File: src/rtl/tag_stream_generator.sv
// Multi-lane time-tag source for self-test of the counting/histogram chain.
// Emits monotonic timestamps, valids and channels derived from per-lane Galois LFSRs.
module tag_stream_generator #(
    parameter int          TAG_WIDTH       = 64,
    parameter int          NUM_OF_TAGS     = 4,
    parameter int          CHANNEL_WIDTH   = 6,
    parameter int          NUM_OF_CHANNELS = 4,
    parameter int          INTERVAL_WIDTH  = 16,
    parameter logic [31:0] SEED            = 32'h1
) (
    input  logic                                 clk,
    input  logic                                 rst,
    input  logic                                 start,
    input  logic                                 abort,
    input  logic                                 pause,
    input  logic                                 dense,
    input  logic [TAG_WIDTH-1:0]                 start_time,
    input  logic [INTERVAL_WIDTH-1:0]            min_interval,
    input  logic [INTERVAL_WIDTH-1:0]            interval_mask,
    input  logic [31:0]                          num_tags,
    output logic [NUM_OF_TAGS-1:0]               valid_tag,
    output logic [TAG_WIDTH*NUM_OF_TAGS-1:0]     tagtime,
    output logic [CHANNEL_WIDTH*NUM_OF_TAGS-1:0] channel,
    output logic                                 busy,
    output logic                                 done,
    output logic [31:0]                          tags_sent,
    output logic [1:0]                           o_dbg_state
);

    localparam logic [1:0] S_IDLE = 2'd0;
    localparam logic [1:0] S_RUN  = 2'd1;
    localparam logic [1:0] S_DONE = 2'd2;

    logic [1:0]                           r_state;
    logic [31:0]                          r_lfsr [NUM_OF_TAGS];
    logic [TAG_WIDTH-1:0]                 r_base;
    logic [NUM_OF_TAGS-1:0]               r_valid;
    logic [TAG_WIDTH*NUM_OF_TAGS-1:0]     r_tagtime;
    logic [CHANNEL_WIDTH*NUM_OF_TAGS-1:0] r_channel;
    logic                                 r_done;
    logic [31:0]                          r_sent;

    logic [INTERVAL_WIDTH:0]              w_step [NUM_OF_TAGS];
    logic [TAG_WIDTH-1:0]                 w_time [NUM_OF_TAGS];
    logic [31:0]                          w_lfsr_next [NUM_OF_TAGS];
    logic [TAG_WIDTH-1:0]                 w_acc;
    logic [NUM_OF_TAGS-1:0]               w_cand;
    logic [NUM_OF_TAGS-1:0]               w_keep;
    logic [32:0]                          w_cnt;
    logic [32:0]                          w_kept;
    logic [32:0]                          w_rem;
    logic [32:0]                          w_sum;
    logic                                 w_limit;
    logic [31:0]                          w_sent_next;
    logic [TAG_WIDTH*NUM_OF_TAGS-1:0]     w_tagtime;
    logic [CHANNEL_WIDTH*NUM_OF_TAGS-1:0] w_channel;

    function automatic logic [31:0] lane_seed(input int lane);
        logic [31:0] v;
        v = SEED ^ (32'(lane + 1) * 32'h9E3779B9);
        return (v == 32'h0) ? 32'h1 : v;
    endfunction

    // Galois form of x^32+x^22+x^2+x+1, shifting right.
    function automatic logic [31:0] lfsr_step(input logic [31:0] x);
        return (x >> 1) ^ (x[0] ? 32'h8020_0003 : 32'h0);
    endfunction

    always_comb begin
        w_acc     = r_base;
        w_cnt     = '0;
        w_kept    = '0;
        w_keep    = '0;
        w_cand    = '0;
        w_tagtime = '0;
        w_channel = '0;
        w_rem     = (num_tags > r_sent) ? {1'b0, num_tags - r_sent} : 33'd0;
        for (int i = 0; i < NUM_OF_TAGS; i++) begin
            w_step[i] = {1'b0, min_interval} + {1'b0, r_lfsr[i][INTERVAL_WIDTH-1:0] & interval_mask};
            if (w_step[i] == '0) begin
                w_step[i] = (INTERVAL_WIDTH+1)'(1);
            end
            w_acc          = w_acc + TAG_WIDTH'(w_step[i]);
            w_time[i]      = w_acc;
            w_cand[i]      = dense | r_lfsr[i][31];
            w_cnt          = w_cnt + 33'(w_cand[i]);
            w_lfsr_next[i] = lfsr_step(r_lfsr[i]);
        end
        w_limit = (num_tags != 32'h0) && (({1'b0, r_sent} + w_cnt) >= {1'b0, num_tags});
        // At the limit only the lowest-index candidates that fill the quota survive.
        for (int i = 0; i < NUM_OF_TAGS; i++) begin
            if (w_cand[i] && (!w_limit || (w_kept < w_rem))) begin
                w_keep[i] = 1'b1;
                w_kept    = w_kept + 33'd1;
                w_tagtime[i*TAG_WIDTH +: TAG_WIDTH]         = w_time[i];
                w_channel[i*CHANNEL_WIDTH +: CHANNEL_WIDTH] =
                    r_lfsr[i][CHANNEL_WIDTH+7:8] & CHANNEL_WIDTH'(NUM_OF_CHANNELS-1);
            end
        end
        w_sum       = {1'b0, r_sent} + w_kept;
        w_sent_next = w_sum[32] ? 32'hFFFF_FFFF : w_sum[31:0];
    end

    always_ff @(posedge clk or negedge rst) begin
        if (!rst) begin
            r_state   <= S_IDLE;
            r_base    <= '0;
            r_valid   <= '0;
            r_tagtime <= '0;
            r_channel <= '0;
            r_done    <= 1'b0;
            r_sent    <= '0;
            for (int i = 0; i < NUM_OF_TAGS; i++) begin
                r_lfsr[i] <= lane_seed(i);
            end
        end else begin
            r_valid   <= '0;
            r_tagtime <= '0;
            r_channel <= '0;
            r_done    <= 1'b0;
            case (r_state)
                S_IDLE: begin
                    if (start && !abort) begin
                        r_base  <= start_time;
                        r_sent  <= '0;
                        r_state <= S_RUN;
                    end
                end
                S_RUN: begin
                    if (abort) begin
                        r_state <= S_IDLE;
                    end else if (!pause) begin
                        r_valid   <= w_keep;
                        r_tagtime <= w_tagtime;
                        r_channel <= w_channel;
                        r_base    <= w_acc;
                        r_sent    <= w_sent_next;
                        for (int i = 0; i < NUM_OF_TAGS; i++) begin
                            r_lfsr[i] <= w_lfsr_next[i];
                        end
                        if (w_limit) begin
                            r_state <= S_DONE;
                        end
                    end
                end
                S_DONE: begin
                    r_done  <= !abort;
                    r_state <= S_IDLE;
                end
                default: r_state <= S_IDLE;
            endcase
        end
    end

    assign valid_tag   = r_valid;
    assign tagtime     = r_tagtime;
    assign channel     = r_channel;
    assign busy        = (r_state == S_RUN);
    assign done        = r_done;
    assign tags_sent   = r_sent;
    assign o_dbg_state = r_state;

endmodule
File: config.mk
export PLATFORM = sky130hd
export DESIGN_NAME = tag_stream_generator
export DESIGN_NICKNAME = d
export VERILOG_FILES = /design/src/rtl/tag_stream_generator.sv
export SDC_FILE = /design/constraint.sdc
export NUM_CORES = 1
export LEC_CHECK = 0
export ABC_AREA = 0
export BUFFER_PORTS_ARGS = -buffer_cell sky130_fd_sc_hd__buf_2
export CAP_MARGIN = 20
export CORE_MARGIN = 2
export CORE_UTILIZATION = 40
export CTS_BUF_LIST = sky130_fd_sc_hd__clkbuf_4 sky130_fd_sc_hd__clkbuf_8 sky130_fd_sc_hd__clkbuf_16
export CTS_CLUSTER_DIAMETER = 50
export DETAILED_ROUTE_END_ITERATION = 8
export PLACE_DENSITY_LB_ADDON = 0.05
export SLEW_MARGIN = 10
export SYNTH_ARGS = -nofsm -noshare
export SYNTH_HDL_FRONTEND = slang
export SYNTH_SLANG_ARGS = --single-unit
File: constraint.sdc
create_clock -name clk -period 13.19 [get_ports clk]
set_input_delay 2.638 -clock clk [delete_from_list [all_inputs] [get_ports clk]]
set_output_delay 2.638 -clock clk [all_outputs]
set_load 0.005 [all_outputs]
==> results of run 1 <==
[state kept, by name, summed over array words and instances, names as in the netlist]
signal	flops
r_lfsr	128
o_dbg_state	2
tagtime	256
r_base	64
tags_sent	32
done	1
valid_tag	4
channel	8
[per-stage QoR]
stage / setup TNS, ps / setup WS [ps] / cell area (um2) / util [%] / cells
2_1_floorplan: 0 / 95.6 / 33700 / - / 4005
3_3_place_gp: -25700 / -692 / 40800 / 49.0 / 5912
3_5_place_dp: -32160 / -752 / 40800 / 49.0 / 5912
4_1_cts: 0 / 76.3 / 43400 / 52.1 / 6040
5_1_grt: -1240 / -150 / 43800 / 52.5 / 6047
6_report: 0 / 430 / 43800 / 52.6 / 6049
[logic make-up after synthesis]
kind of cell | share of synthesized area (%)
compound gates | 15.6
fa+ha+maj | 8.49
other cells | 0.0112
mux | 0.406
flops | 37.2
buf+inv | 4.47
simple gates | 25.6
xor+xnor | 8.21
[power groups by stage]
stage               sequential [mW]  combinational [mW]  clock (mW)
floorplan                      1.77                4.78           0
CTS                            1.82                9.68        2.06
detailed placement             1.85                9.62           0
global route                   1.84                10.8        2.13
global placement               1.85                9.63           0
finish                         1.83                9.98        2.02
[path summary, 6_finish.rpt]
check / start / depth (start not counted) / to
hold reg to reg: r_lfsr[114]$_DFFE_PN1P_ / 2 / r_lfsr[113]$_DFFE_PN1P_
hold / removal: r_lfsr[114]$_DFFE_PN1P_ / 2 / r_lfsr[113]$_DFFE_PN1P_
max in group asynchronous: rst / 3 / r_base[55]$_DFFE_PN0P_
setup reg to reg: r_lfsr[96]$_DFFE_PN0P_ / 55 / r_base[62]$_DFFE_PN0P_
min in group asynchronous: rst / 1 / tagtime[148]$_DFF_PN0_
setup / recovery: interval_mask[0] / 56 / r_base[62]$_DFFE_PN0P_
[worst reg2reg max path, delay by kind of cell (launching register included)]
| kind | cells | cell delay [ps] |
|---|---|---|
| AOI/OAI and AO/OA | 15 | 2100 |
| buffers and inverters | 8 | 1100 |
| and+or+nand+nor | 23 | 5400 |
| adders and majority gates | 6 | 1580 |
| DFF | 1 | 490 |
| xor gates and xnor gates | 3 | 440 |
[what timing repair did]
action / in CTS / in global routing
pin swaps: 0 / 28
buffers inserted: 0 / 7
endpoints found under the setup margin: 17 / 111
cloned: 0 / 0
gates resized for setup: 5 / 73
[layout make-up]
type / count / area (um2)
diodes: 2 / 5.00
clock buffers: 87 / 1990
clock inverters: 41 / 527
fillers: 8200 / 39500
inverters: 182 / 683
multi-input cells: 3143 / 20100
flip-flops and latches: 495 / 12500
well taps: 1080 / 1350
repair buffers: 1019 / 6610
[synth_stat cells (all sizes together) (13+ instances only)]
| library cell | number | area [um2] |
|---|---|---|
| ha | 207 | 2590 |
| nand3b | 15 | 116 |
| inv | 181 | 679 |
| dfstp | 76 | 2000 |
| nor2b | 31 | 194 |
| nor3 | 106 | 541 |
| a211oi | 22 | 175 |
| a21boi | 24 | 191 |
| or2 | 25 | 156 |
| fa | 13 | 260 |
| o211ai | 28 | 210 |
| a21oi | 210 | 1050 |
| a31oi | 38 | 244 |
| xor2 | 85 | 744 |
| nand3 | 88 | 440 |
| xnor2 | 228 | 2010 |
| buf | 56 | 333 |
| nand2 | 610 | 2290 |
| o21ai | 222 | 1110 |
| and2 | 86 | 538 |
| and4 | 16 | 143 |
| clkbuf | 129 | 484 |
| or4 | 35 | 278 |
| nor4 | 63 | 480 |
| or3 | 35 | 229 |
| dfrtp | 419 | 10500 |
| a21o | 56 | 420 |
| nand4 | 78 | 507 |
| o21a | 52 | 390 |
| o21bai | 26 | 195 |
| nand2b | 31 | 194 |
| o31ai | 26 | 195 |
| and3 | 115 | 734 |
| nor2 | 398 | 1490 |
[layer usage]
layer,vias to the layer above,track usage [%]
met2,889,50.6
met4,4,9.78
met1,16000,40.7
met3,180,3.74
li1,15800,-
met5,-,0
==> results.yml, run 1 <==
outcome:
  status: "finished, final reports clean"
finish:
  num-nets-final: 5266
  drive_gt1_share_pct: 27.7
  layout_common_cells: "603 x nand2_1, 578 x buf_4, 436 x buf_2, 419 x dfrtp_1, 394 x nor2_1"
  syn2layout_area_growth_pct: 30.4
  layout_commonest_cell: "nand2_1"
timing:
  finalCriticalPeriod_ps: 12760
  slew_headroom_pct: 31.2
  fmax_ghz: 0.0784
  period_share_pct: 96.7
  max_slew.worst_pin.slew_ps: 1030
  setup_viol: 0
  hold_violations: 0
  rsz0062_at_grt: "yes"
  drv_slew: 0
  holdWs_ps: 444
  clock_skew_ps: 26.9
synth:
  async_flop_share_pct: 100
  postSynthCellCount: 3989
  synth_edf_count: 0
  ys_warn_count: 0
  synth.distinct_cells: 105
  seq_area_frac_synth_pct: 37.2
  synth_ff_type: "dfrtp_1"
  avgSynthCellArea_um2: 8.41
  netlist_area_um2: 33600
  synth-seq-cells: 495
pwr:
  internal_power_mw: 7.77
  leakagePower_nw: 21.5
  combPwrFrac_pct: 72.2
  p_total_mw: 13.8
  vdd_drop_max_mv: 0.447
  switching_power_mw: 6.06
  p_per_area_nw_per_um2: 316
  clock_power_share_pct: 14.6
  power.share.switching_pct: 43.8
  p_seq_share_pct: 13.2
detailed_routing:
  routed_wirelength_mm: 134
  dr_wl_met3_mm: 6.67
  avgRoutedWirePerCell_um: 22.1
  topRoutingLayerUsed: "met5"
  initialDrtViolationCount: 2174
  vias_per_cell: 5.43
  drcViolationCount: 0
  drt-pass1-iter-count: 6
  num_vias: 32800
  final_antenna_net_count: 0
  met1Wirelength_mm: 59.4
  route.met2.wl_mm: 63.5
grt:
  overflow: 0
  grt_pass1_vias: 31900
  grt_pass1_wl_mm: 197
  track_usage_pct: 30.3
  antenna_found_initial: 4
  grt_max_degree: 147
setup_path:
  end_kind: "flip-flop"
  crit_path_max_fanout: 6
  slowest_stage: "or4_4"
  crit_type: "input port to flip-flop"
  cp_slowest_stage_delay_ps: 520
  start_kind: "input port"
  rrSetupSlack_ps: 1970
  crit_family: "simple AND/OR/NAND/NOR gates"
  arrival_ps: 13330
  cp.buffers_inverters: 9
  crit_required_ps: 13760
  crit_path_frequent_cell: "buf_4"
floorplan:
  start_util_pct: 40.3
  die_y_um: 294
  core-area_um2: 83300
  chipWidth_um: 294
  ios: 454
  die_area_um2: 86200
  row_count: 106
clock_tree:
  htreeDepth: 3
  clk_path_buf_depth: 3
  clkSinkCount: 495
  cts_hold_buf: 0
  cts_tree: "built"
  path_clk_slew_ps: 60
  cts_root_buf: "clkbuf_16"
  cts_buffers: 71
  clock_latency_ps: 640
place:
  io_buffers: 437
  gp_congestion: 0.958
  dp.final_hpwl_mm: 105
worst_hold_path:
  holdCritPathClass: "flip-flop to flip-flop"
flow_run:
  drv_cap: 0
No activity file was read; power rests on OpenSTA's default activity.
==> run 2: changes to the inputs <==
- CORE_UTILIZATION: 40 -> 45
- PLACE_DENSITY: unset -> 0.62
- PLACE_DENSITY_LB_ADDON: 0.05 -> unset
==> results.yml, run 2 (synthesized netlist as in run 1, its figures left out) <==
finish:
  register_area_um2: 12500
  final.fill_count: 6800
  final_area_um2: 43400
  syn2layout_area_growth_pct: 29.4
  multi_input_area_um2: 20200
  drive_gt1_share_pct: 27.5
  layout_common_cells: "601 x nand2_1, 555 x buf_4, 437 x buf_2, 419 x dfrtp_1, 392 x nor2_1"
  layout_commonest_cell: "nand2_1"
  num-nets-final: 5242
  largest_reg_flops: 256
setup_path:
  crit_type: "input port to flip-flop"
  crit_required_ps: 13680
  cp-endpoint: "r_base[58]$_DFFE_PN0P_"
  critPathLaunch: "interval_mask[0]"
  timing.rr.end: "r_base[58]$_DFFE_PN0P_"
  crit_path_max_fanout: 3
  slowest_stage: "or4_1"
  arrival_ps: 13350
  reg2regPathDepth: 53
  timing.rr.start: "r_lfsr[96]$_DFFE_PN0P_"
  start_kind: "input port"
  rrSetupSlack_ps: 1850
  cp_slowest_stage_delay_ps: 510
  end_kind: "flip-flop"
detailed_routing:
  initialDrtViolationCount: 2559
  routed_wirelength_mm: 126
  met1Wirelength_mm: 57.1
  avgRoutedWirePerCell_um: 21.4
  final_antenna_net_count: 0
  drcViolationCount: 0
  vias_per_cell: 5.59
  topRoutingLayerUsed: "met5"
  num_vias: 33000
  dr_wl_met3_mm: 7.71
  drt-pass1-iter-count: 7
  route.met2.wl_mm: 58.2
place:
  io_buffers: 437
  place_area_um2: 40500
  dp.final_hpwl_mm: 99.8
  gp_congestion: 0.981
grt:
  grt_pass1_wl_mm: 191
  track_usage_pct: 32.2
  grt_max_degree: 113
  antenna_found_initial: 5
  grt_pass1_vias: 31900
  overflow: 0
timing:
  rsz0062_at_grt: "yes"
  fmax_ghz: 0.0778
  clock_skew_ps: 23.0
  max_slew.worst_pin.slew_ps: 1130
  hold_violations: 0
  finalCriticalPeriod_ps: 12860
  drv_slew: 0
  setup_viol: 0
  slew_headroom_pct: 23.8
  period_share_pct: 97.5
worst_hold_path:
  hold_start: "r_lfsr[91]$_DFFE_PN1P_"
  holdCritPathClass: "flip-flop to flip-flop"
pwr:
  leakagePower_nw: 21.3
  p_per_area_nw_per_um2: 315
  p_total_mw: 13.7
  vdd_drop_max_mv: 0.488
floorplan:
  chipWidth_um: 277
  core-area_um2: 74100
  start_util_pct: 45.3
  die_area_um2: 76800
  row_count: 100
  die_y_um: 277
  ios: 454
clock_tree:
  clock_latency_ps: 620
  path_clk_slew_ps: 60
  clk_path_buf_depth: 3
  clkSinkCount: 495
  cts_tree: "built"
  cts_hold_buf: 0
  cts_root_buf: "clkbuf_16"
  cts_buffers: 69
  htreeDepth: 3
outcome:
  status: "finished, final reports clean"
flow_run:
  drv_cap: 0
==> run 2: cell count changes in the layout (fill, tap and decap cells not counted), moves of 4 or more <==
cell | before | now
buf_4 | 578 | 555
nor4_1 | 46 | 42
clkinv_8 | 4 | 8
a21oi_1 | 204 | 199
clkbuf_16 | 74 | 69
a21oi_2 | 6 | 11
clkbuf_8 | 7 | 13
nand2_2 | 4 | 8
==> run 2: worst min-delay path by stage <==
stage	endpoint	slack (ps)	cells after the start
after floorplan	r_lfsr[112]$_DFFE_PN1P_	430	2
after global placement	r_lfsr[22]$_DFFE_PN1P_	440	2
after detailed placement	r_lfsr[90]$_DFFE_PN1P_	440	2
after CTS	r_lfsr[22]$_DFFE_PN1P_	450	2
after global routing	r_lfsr[112]$_DFFE_PN1P_	470	2
final	r_lfsr[90]$_DFFE_PN1P_	450	2
==> run 2: timing repair <==
| action | 4_1_cts | 5_1_grt |
|---|---|---|
| resized for setup | 3 | 94 |
| endpoints found under the setup margin | 9 | 110 |
| pin swaps | 0 | 33 |
| setup buffers | 0 | 9 |
==> run 2: layer usage <==
| layer | track usage [%] | up-vias |
|---|---|---|
| li1 | - | 15700 |
| met1 | 44.8 | 15900 |
| met2 | 51.7 | 1161 |
| met3 | 4.71 | 211 |
| met4 | 9.91 | 2 |
| met5 | 0 | - |
==> run 2: final cells by class <==
type | instances | share of cell area [%]
clock buffer | 85 | 4.44
antenna | 1 | 0.00576
clock inverter | 42 | 1.18
sequential | 495 | 28.7
inverter | 182 | 1.57
multi-input combinational | 3143 | 46.5
tap | 969 | 2.79
timing repair buffer | 997 | 14.8
==> run 2: power by group <==
part | switching (mW) | total, mW | internal, mW | leakage, nW
combinational | 5.14 | 9.92 | 4.78 | 13.6
sequential | 0.161 | 1.83 | 1.67 | 6.46
clock | 0.785 | 1.94 | 1.15 | 1.19
total | 6.08 | 13.7 | 7.60 | 21.3
==> run 2: stage by stage <==
step                setup slack, ps  hold slack [ps]  std cells  utilization, %  setup TNS, ps
floorplan                      95.6              435       4005               -              0
global placement               -654              439       5776            54.6         -22200
detailed placement             -769              442       5776            54.6         -29700
CTS                            5.06              451       5903            58.0              0
global route                   -201              465       5913            58.6          -2120
finish                          329              451       5914            58.6              0
==> run 2: critical path, delay by kind of cell <==
kind | cells | cell delay [ps]
adder cells (fa/ha/maj) | 6 | 1530
AO/OA/AOI/OAI | 17 | 2440
AND/OR/NAND/NOR | 19 | 5180
XOR/XNOR | 4 | 640
buffers and inverters | 8 | 900
